[config.mk]
export PLATFORM = sky130hd
export DESIGN_NAME = byte_serial_adder
export DESIGN_NICKNAME = d
export VERILOG_FILES = /design/src/rtl/byte_serial_adder.sv
export SDC_FILE = /design/constraint.sdc
export NUM_CORES = 1
export LEC_CHECK = 0
export ABC_AREA = 1
export CAP_MARGIN = 10
export CORE_ASPECT_RATIO = 0.75
export CORE_MARGIN = 1
export CORE_UTILIZATION = 45
export DETAILED_ROUTE_END_ITERATION = 10
export DONT_BUFFER_PORTS = 1
export PLACE_DENSITY_LB_ADDON = 0.12
export RECOVER_POWER = 25
export SYNTH_ARGS = -nofsm -noshare
export SYNTH_HDL_FRONTEND = slang
export SYNTH_HIERARCHICAL = 1
export SYNTH_SLANG_ARGS = --single-unit
export TNS_END_PERCENT = 10
[constraint.sdc]
create_clock -name clk -period 2.8 [get_ports clk]
set_input_delay 0.56 -clock clk [delete_from_list [all_inputs] [get_ports clk]]
set_output_delay 0.56 -clock clk [all_outputs]
set_load 0.005 [all_outputs]
[src/rtl/byte_serial_adder.sv]
// byte_serial_adder: adds two NBYTES-wide operands one byte per clock through
// a single 8-bit adder (s8_bit_adder), rippling the carry through a register.
// Optional feature macro: OVERFLOW_FLAG_EN adds the two's-complement ovf output.

// 8-bit adder with carry in/out; the combinational datapath shared by every byte.
module s8_bit_adder (
    input  logic [7:0] a,
    input  logic [7:0] b,
    input  logic       carry_in,
    output logic [7:0] sum,
    output logic       carry_out
);
    assign {carry_out, sum} = {1'b0, a} + {1'b0, b} + {8'b0, carry_in};
endmodule

module byte_serial_adder #(
    parameter int NBYTES = 4,
    parameter int W      = 8 * NBYTES
) (
    input  logic         clk,
    input  logic         rst,
    input  logic         start,
    input  logic [W-1:0] op_a,
    input  logic [W-1:0] op_b,
    input  logic         carry_in,
    output logic         busy,
    output logic         done,
    output logic [W-1:0] sum,
    output logic         carry_out
`ifdef OVERFLOW_FLAG_EN
    ,
    output logic         ovf
`endif
);
    // Index must be at least one bit wide even for a single-byte adder.
    localparam int IW = (NBYTES > 1) ? $clog2(NBYTES) : 1;
    localparam logic [IW-1:0] LAST_IDX = IW'(NBYTES - 1);

    typedef enum logic [1:0] {IDLE, RUN, DONE} state_t;

    state_t                  state_q, state_d;
    logic [IW-1:0]           idx_q, idx_d;
    logic [NBYTES-1:0][7:0]  a_q, a_d;
    logic [NBYTES-1:0][7:0]  b_q, b_d;
    logic [NBYTES-1:0][7:0]  sum_q, sum_d;
    logic                    cy_q, cy_d;
    logic                    cout_q, cout_d;
    logic                    busy_q, busy_d;
    logic                    done_q, done_d;
    logic                    ovf_q, ovf_d;

    logic [7:0] a_byte, b_byte, s_byte;
    logic       s_cout;

    // Select the operand bytes addressed by the current index.
    always_comb begin
        a_byte = 8'h00;
        b_byte = 8'h00;
        for (int i = 0; i < NBYTES; i++) begin
            if (idx_q == IW'(i)) begin
                a_byte = a_q[i];
                b_byte = b_q[i];
            end
        end
    end

    s8_bit_adder u_add (
        .a         (a_byte),
        .b         (b_byte),
        .carry_in  (cy_q),
        .sum       (s_byte),
        .carry_out (s_cout)
    );

    // Next-state and registered-output logic for the IDLE -> RUN -> DONE sequence.
    always_comb begin
        state_d = state_q;
        idx_d   = idx_q;
        a_d     = a_q;
        b_d     = b_q;
        sum_d   = sum_q;
        cy_d    = cy_q;
        cout_d  = cout_q;
        ovf_d   = ovf_q;
        busy_d  = 1'b0;
        done_d  = 1'b0;
        case (state_q)
            IDLE: begin
                if (start) begin
                    a_d     = op_a;
                    b_d     = op_b;
                    cy_d    = carry_in;
                    idx_d   = '0;
                    sum_d   = '0;
                    cout_d  = 1'b0;
                    ovf_d   = 1'b0;
                    busy_d  = 1'b1;
                    state_d = RUN;
                end
            end
            RUN: begin
                busy_d = 1'b1;
                for (int i = 0; i < NBYTES; i++) begin
                    if (idx_q == IW'(i)) sum_d[i] = s_byte;
                end
                cy_d = s_cout;
                if (idx_q == LAST_IDX) begin
                    // a_byte/b_byte/s_byte hold the MSB byte here.
                    cout_d  = s_cout;
                    ovf_d   = (a_byte[7] == b_byte[7]) && (s_byte[7] != a_byte[7]);
                    done_d  = 1'b1;
                    state_d = DONE;
                end else begin
                    idx_d = idx_q + IW'(1);
                end
            end
            DONE: begin
                state_d = IDLE;
            end
            default: begin
                state_d = IDLE;
            end
        endcase
    end

    // Single state register; reset has priority over everything.
    always_ff @(posedge clk) begin
        if (rst) begin
            state_q <= IDLE;
            idx_q   <= '0;
            a_q     <= '0;
            b_q     <= '0;
            sum_q   <= '0;
            cy_q    <= 1'b0;
            cout_q  <= 1'b0;
            ovf_q   <= 1'b0;
            busy_q  <= 1'b0;
            done_q  <= 1'b0;
        end else begin
            state_q <= state_d;
            idx_q   <= idx_d;
            a_q     <= a_d;
            b_q     <= b_d;
            sum_q   <= sum_d;
            cy_q    <= cy_d;
            cout_q  <= cout_d;
            ovf_q   <= ovf_d;
            busy_q  <= busy_d;
            done_q  <= done_d;
        end
    end

    assign busy      = busy_q;
    assign done      = done_q;
    assign sum       = sum_q;
    assign carry_out = cout_q;
`ifdef OVERFLOW_FLAG_EN
    assign ovf       = ovf_q;
`else
    // Overflow flop is optimised away when the flag is not exported.
    logic ovf_unused;
    assign ovf_unused = ovf_q;
`endif

endmodule
======== Word-level counts from Yosys, hierarchy flattened ========
Cells that the tools add are included.
cells by class
  magnitude comparators ................... 0
  reduce and logical (&&, ||, !) cells .... 12
  multipliers ............................. 0
  div/mod/pow operators ................... 0
  eq/ne operators ......................... 10
  shifts and indexed selects .............. 0
  add/subtract/negate cells ............... 3
  multiplexer cells ....................... 28
  bitwise operators ....................... 1
operator list
  cell                   number
  $mux W8                12
  $pmux W32 S2           1
  $mux W32               1
  $reduce_and A3 Y1      5
  $ne A2 B2 Y1 const B   6
  $add A8 B8 Y9          1
  $add A9 B1 Y9          1
  $mux W2                4
  $pmux W2 S2            2
  $pmux W1 S2            3
  $reduce_and A2 Y1      3
  $mux W1                5
  $eq A2 B1 Y1 const B   2
  $eq A2 B2 Y1 const B   2
  $logic_not A2 Y1       2
  $add A2 B1 Y2 const B  1
  $reduce_bool A2 Y1     1
  $reduce_or A2 Y1       1
  $not A1 Y1             1
storage, ports and cells
  bits in writable memories ............... 0
  latch bits .............................. 0
  logic and storage cells ................. 72
  flip-flop bits (word level) ............. 104
  bits in read-only memories .............. 0
  memories kept ........................... 0
  input port bits ......................... 68
  output and inout port bits .............. 35

======== Logic depth before layout (Yosys ltp) ========
  depth after elaboration ................. 9
  gate-level depth with buffers ........... 20
  depth with buffers taken out ............ 19

======== Modules after synthesis ========
The synthesis kept the hierarchy.
modules (own cells, without submodules)
  module             area each (um^2)  cells each  seq. area each (um^2)  instances
  byte_serial_adder  4334.2            601         2082.0                 1
  s8_bit_adder       384.1             59          0.0                    1

======== Least setup slack after synthesis ========
OpenSTA, ideal clock, no wires.
  path type ............................... flip-flop to flip-flop
  from .................................... register idx_q[0]
  to ...................................... register sum_q (netlist bit sum[4])
  arrival ................................. 2940 ps
  clock period less this slack ............ 3011 ps
  cell stages (with the launch flop) ...... 18
  path buffers ............................ 2
  path slack .............................. -211 ps
  setup time .............................. 71 ps
  required time ........................... 2729 ps
  path through ............................ dfxtp_1 > inv_1 > ha_1 > buf_2 > clkinv_1 > buf_2 > o211ai_1 > nand2_1 > fa_1 > fa_1 > nand2_1 > nand2_1 > nand2_1 > xnor2_1 > inv_1 > nor2_1 > nand2_1 > a21oi_1
on the way
  word-level cells in the longest chain between the ends .. 9
  elaborated cells between the ends (all ways) .. 18
  classes of those cells .................. add/sub (2); eq/ne (4); mux (10); reduce/logical (2)
ends and longest elaborated chain
  element                 RTL line  source
  from (decl)             42        logic [IW-1:0] idx_q, idx_d;
  from (signal assigned)  141       idx_q <= idx_d;
  $logic_not A2 Y1        60        if (idx_q == IW'(i)) begin
  $mux W8 (3 in series)   60
  $mux W8 *               60
  net a_byte[0]           52        logic [7:0] a_byte, b_byte, s_byte;
  $add A8 B8 Y9 *         13        assign {carry_out, sum} = {1'b0, a} + {1'b0, b} + {8'b0, carry_in};
  $add A9 B1 Y9 *         13
  net s_byte[4]           52
  $mux W8 *               104       if (idx_q == IW'(i)) sum_d[i] = s_byte;
  $pmux W32 S2 *          87        case (state_q)
  to (signal assigned)    144       sum_q <= sum_d;
  to (decl)               45        logic [NBYTES-1:0][7:0] sum_q, sum_d;
Mark *: on every way through the listed nets, which the timed path passes. The rest lies on a longest branch. The select of a mux whose other input is x is not followed.
A chain may end at the register's enable or synchronous reset.

======== Final worst setup path ========
  from .................................... register idx_q[0]
  to ...................................... register sum_q (netlist bit sum[29])
on the way
  word-level cells in the longest chain between the ends .. 9
  elaborated cells between the ends (all ways) .. 18
  classes of those cells .................. add/sub (2); eq/ne (4); mux (10); reduce/logical (2)
ends and longest elaborated chain
  element                RTL line
  $logic_not A2 Y1       60
  $mux W8 (3 in series)  60
  $mux W8 *              60
  net b_byte[2]          52
  $add A8 B8 Y9 *        13
  $add A9 B1 Y9 *        13
  net s_byte[5]          52
  $mux W8 *              104
  $pmux W32 S2 *         87
Marks and branches as above.

==> out/summary.txt <==
Outcome -> finished, final reports clean
Synth unique cells -> 30
Root buffer cell -> clkbuf_16
Fin crit share -> 95.4%
Final worst slack -> 0.130 ns
DRT Pass-1 Iters -> 5
Clock transition at path regs -> 0.07 ns
Compound-Gate Fraction of Synth Area -> 17.1%
Wire per inst -> 15.8 um
WS Path Type -> register to register
Synth area leaders -> dfxtp_1 44%, nor2_1 13%, nand2_1 9.9%
DRC violations left -> 0
Peak VDD IR -> 0.347 mV
Clk_lat worst skew -> 0.35 ns
Synth Area in XOR/XNOR -> 0.557%
Adder-cell share of the synthesized area -> 3.77%
Final Hold Fails -> 0
CP arrival -> 2.91 ns
Setup-failing EPs final -> 0
Iter 0 DRT Violations -> 268
Final instance count without filler cells -> 793
CTS Sinks -> 104
Net count after synthesis -> 741
Combinational power share -> 24.3%
Cts bufs inserted -> 9
Antenna violations before repair -> 0
RSZ-0062 raised after global routing -> true
Post-Place Cells -> 775
GR Util All Layers -> 24.0%
Layout cells sized above 1 -> 13.0%
Post-Route Setup TNS -> 0 ns
Routability congestion estimate -> 0.880
Placed inst area -> 4900 sq um
I/O Buffers -> 0
Mean Syn Cell Area -> 7.15 sq um
CTS tree -> built
Core box area -> 9930 sq um
Routed Antenna Nets -> 0
Cell-internal power -> 2.80 mW
Post-synthesis simple-gate area fraction -> 28.1%
Relative slew slack -> 68.6%
Syn Std Cell Area -> 4720 sq um
YS warnings -> 6
Worst slew pin tran -> 0.471 ns
Vias -> 4248
Overall power -> 4.00 mW
Num rows -> 31
Remaining global-route overflow -> 0
Worst min path class -> primary input to register
Placement Setup Slack -> -0.0759 ns
Util after Layout -> 53.9%
Htree depth -> 3
Initial Util -> 47.5%
Register area share after synthesis -> 44.1%
P_leak -> 2.26 nW
# fillers -> 1004
NetSw -> 1.19 mW
Critical path capture point type -> register
CTS Buffer Depth -> 2
Crit path launch type -> register
Number of global-route vias before repair -> 4001
Fmax -> 374 MHz
Clock Skew -> 0.00734 ns
Mapped Cells -> 660
Yosys top cell area share -> 44.1%
# IOs -> 103
Main combinational cell family by area after synthesis -> simple AND/OR/NAND/NOR gates
Mux share of post-synthesis cell area -> 0%
Max-cap violations -> 0
Clock share of power -> 33.2%
Largest net degree at the start of global routing -> 56
Critical path fanouts, max -> 8
Switching share of power -> 29.9%
First-pass GRT wire length -> 20200 um
Via density -> 5.36
Yosys reg bits -> 104
Cell Pwr Density -> 747 nW/um^2
Routed wire length -> 12500 um
Die Ht -> 90.7 um
Synth-to-layout area growth -> 13.4%
Die X -> 120 um
Fin crit period -> 2.67 ns
DP HPWL -> 9320 um
Final std cell area, no fill -> 5350 sq um
Post-layout nets -> 737
Required @ worst endpoint -> 3.04 ns
Final Max Slew Viols -> 0
Antenna cells -> 0
Reg power frac -> 42.5%
Tightest hold margin -> 0.269 ns
Die ar. -> 10900 sq um
Yosys top cell by area -> dfxtp_1
==> placed cells by master (no fill, tap or decap), drive strengths merged <==
master	n
nor2	164
nand2	133
dfxtp	104
a21oi	69
o21ai	65
inv	27
buf	24
o211ai	16
clkbuf	13
nand3	12
ha	11
nand3b	8
nand4	3
bufinv	2
or2	2
xnor2	2
fa	2
a31oi	1
a21boi	1
clkinv	1
xor2	1
==> power groups by stage <==
stage	Sequential [mW]	Combinational (mW)	Clock, mW
final	1.70	0.972	1.33
after detailed placement	1.73	0.908	0
after floorplan	1.69	0.672	0
after CTS	1.70	0.915	1.36
after global routing	1.71	1.09	1.42
after global placement	1.73	0.892	0
==> state kept, by name (all words and copies together), names as in the netlist <==
register	count
a_q	32
b_q	32
sum	32
idx_q	2
state_q	2
busy	1
carry_out	1
cy_q	1
done	1
==> layout make-up <==
cell class,instances,area [sq um],area share [%]
Multi-Input combinational cell,490,2450,45.8
Clock inverter,3,65.1,1.22
Tap cell,132,165,3.09
Inverter,27,111,2.08
Sequential cell,104,2090,39.1
Timing Repair Buffer,24,218,4.07
Clock buffer,13,250,4.68
==> critical path, stage by stage, from the launching register on <==
cell and delay, ns:
dfxtp_4 0.37, inv_2 0.09, ha_2 0.22, buf_4 0.16, nand2_1 0.06, nand2_1 0.05
o211ai_1 0.11, a21oi_2 0.22, ha_1 0.30, or2_4 0.26, nand3b_1 0.12, nand2_1 0.06
nand2_1 0.05, nand2_1 0.04, inv_1 0.04, nor2_1 0.04, buf_4 0.17, a21oi_1 0.15
nor2_1 0.07
==> path summary, 6_finish.rpt <==
kind | start | to | slack, ns | cells past startpoint
min reg2reg | sum[13]$_SDFFE_PP0P_ | sum[13]$_SDFFE_PP0P_ | 0.47 | 2
max reg2reg | idx_q[0]$_SDFFE_PP0P_ | sum[29]$_SDFFE_PP0P_ | 0.13 | 18
min | rst | sum[23]$_SDFFE_PP0P_ | 0.27 | 1
max | idx_q[0]$_SDFFE_PP0P_ | sum[29]$_SDFFE_PP0P_ | 0.13 | 18
==> layer usage <==
metal / wire length (um) / track usage [%] / part of all wire (%) / up-vias
met5: 0 / 0 / 0 / -
met4: 94 / 6.58 / 0.75 / 0
met3: 913 / 7.26 / 7.3 / 10
met2: 5260 / 36.0 / 42 / 121
met1: 6280 / 33.2 / 50 / 1980
li1: - / - / - / 2137
==> what timing repair did <==
action | 4_1_cts | 5_1_grt
buffers inserted | 0 | 2
hold buffers | 0 | 0
endpoints found under the hold margin | 0 | 0
pin swaps | 0 | 3
setup endpoints to repair | 11 | 29
gates resized for setup | 2 | 33
==> cells by family after synthesis <==
logic type      after synthesis
compound gates              152
xor+xnor                      3
fa+ha+maj                    13
buf+inv                      66
flops                       104
simple gates                322
==> cell usage after synthesis <==
cell type  count
nor2_1       161
nand2_1      125
dfxtp_1      104
a21oi_1       69
o21ai_0       58
inv_1         23
clkbuf_1      19
o211ai_1      16
buf_2         13
ha_1          11
nand3_1       11
nand2_2        7
nand3b_1       7
o21ai_1        7
buf_4          4
buf_6          3
nand4_1        3
clkinv_1       2
fa_1           2
inv_2          2
nor2_2         2
or2_4          2
xnor2_1        2
a21boi_0       1
a31oi_1        1
nand2_4        1
nand3_2        1
nand3b_4       1
nor2_4         1
xor2_1         1
Note: power is estimated with default switching activity, not from simulation.
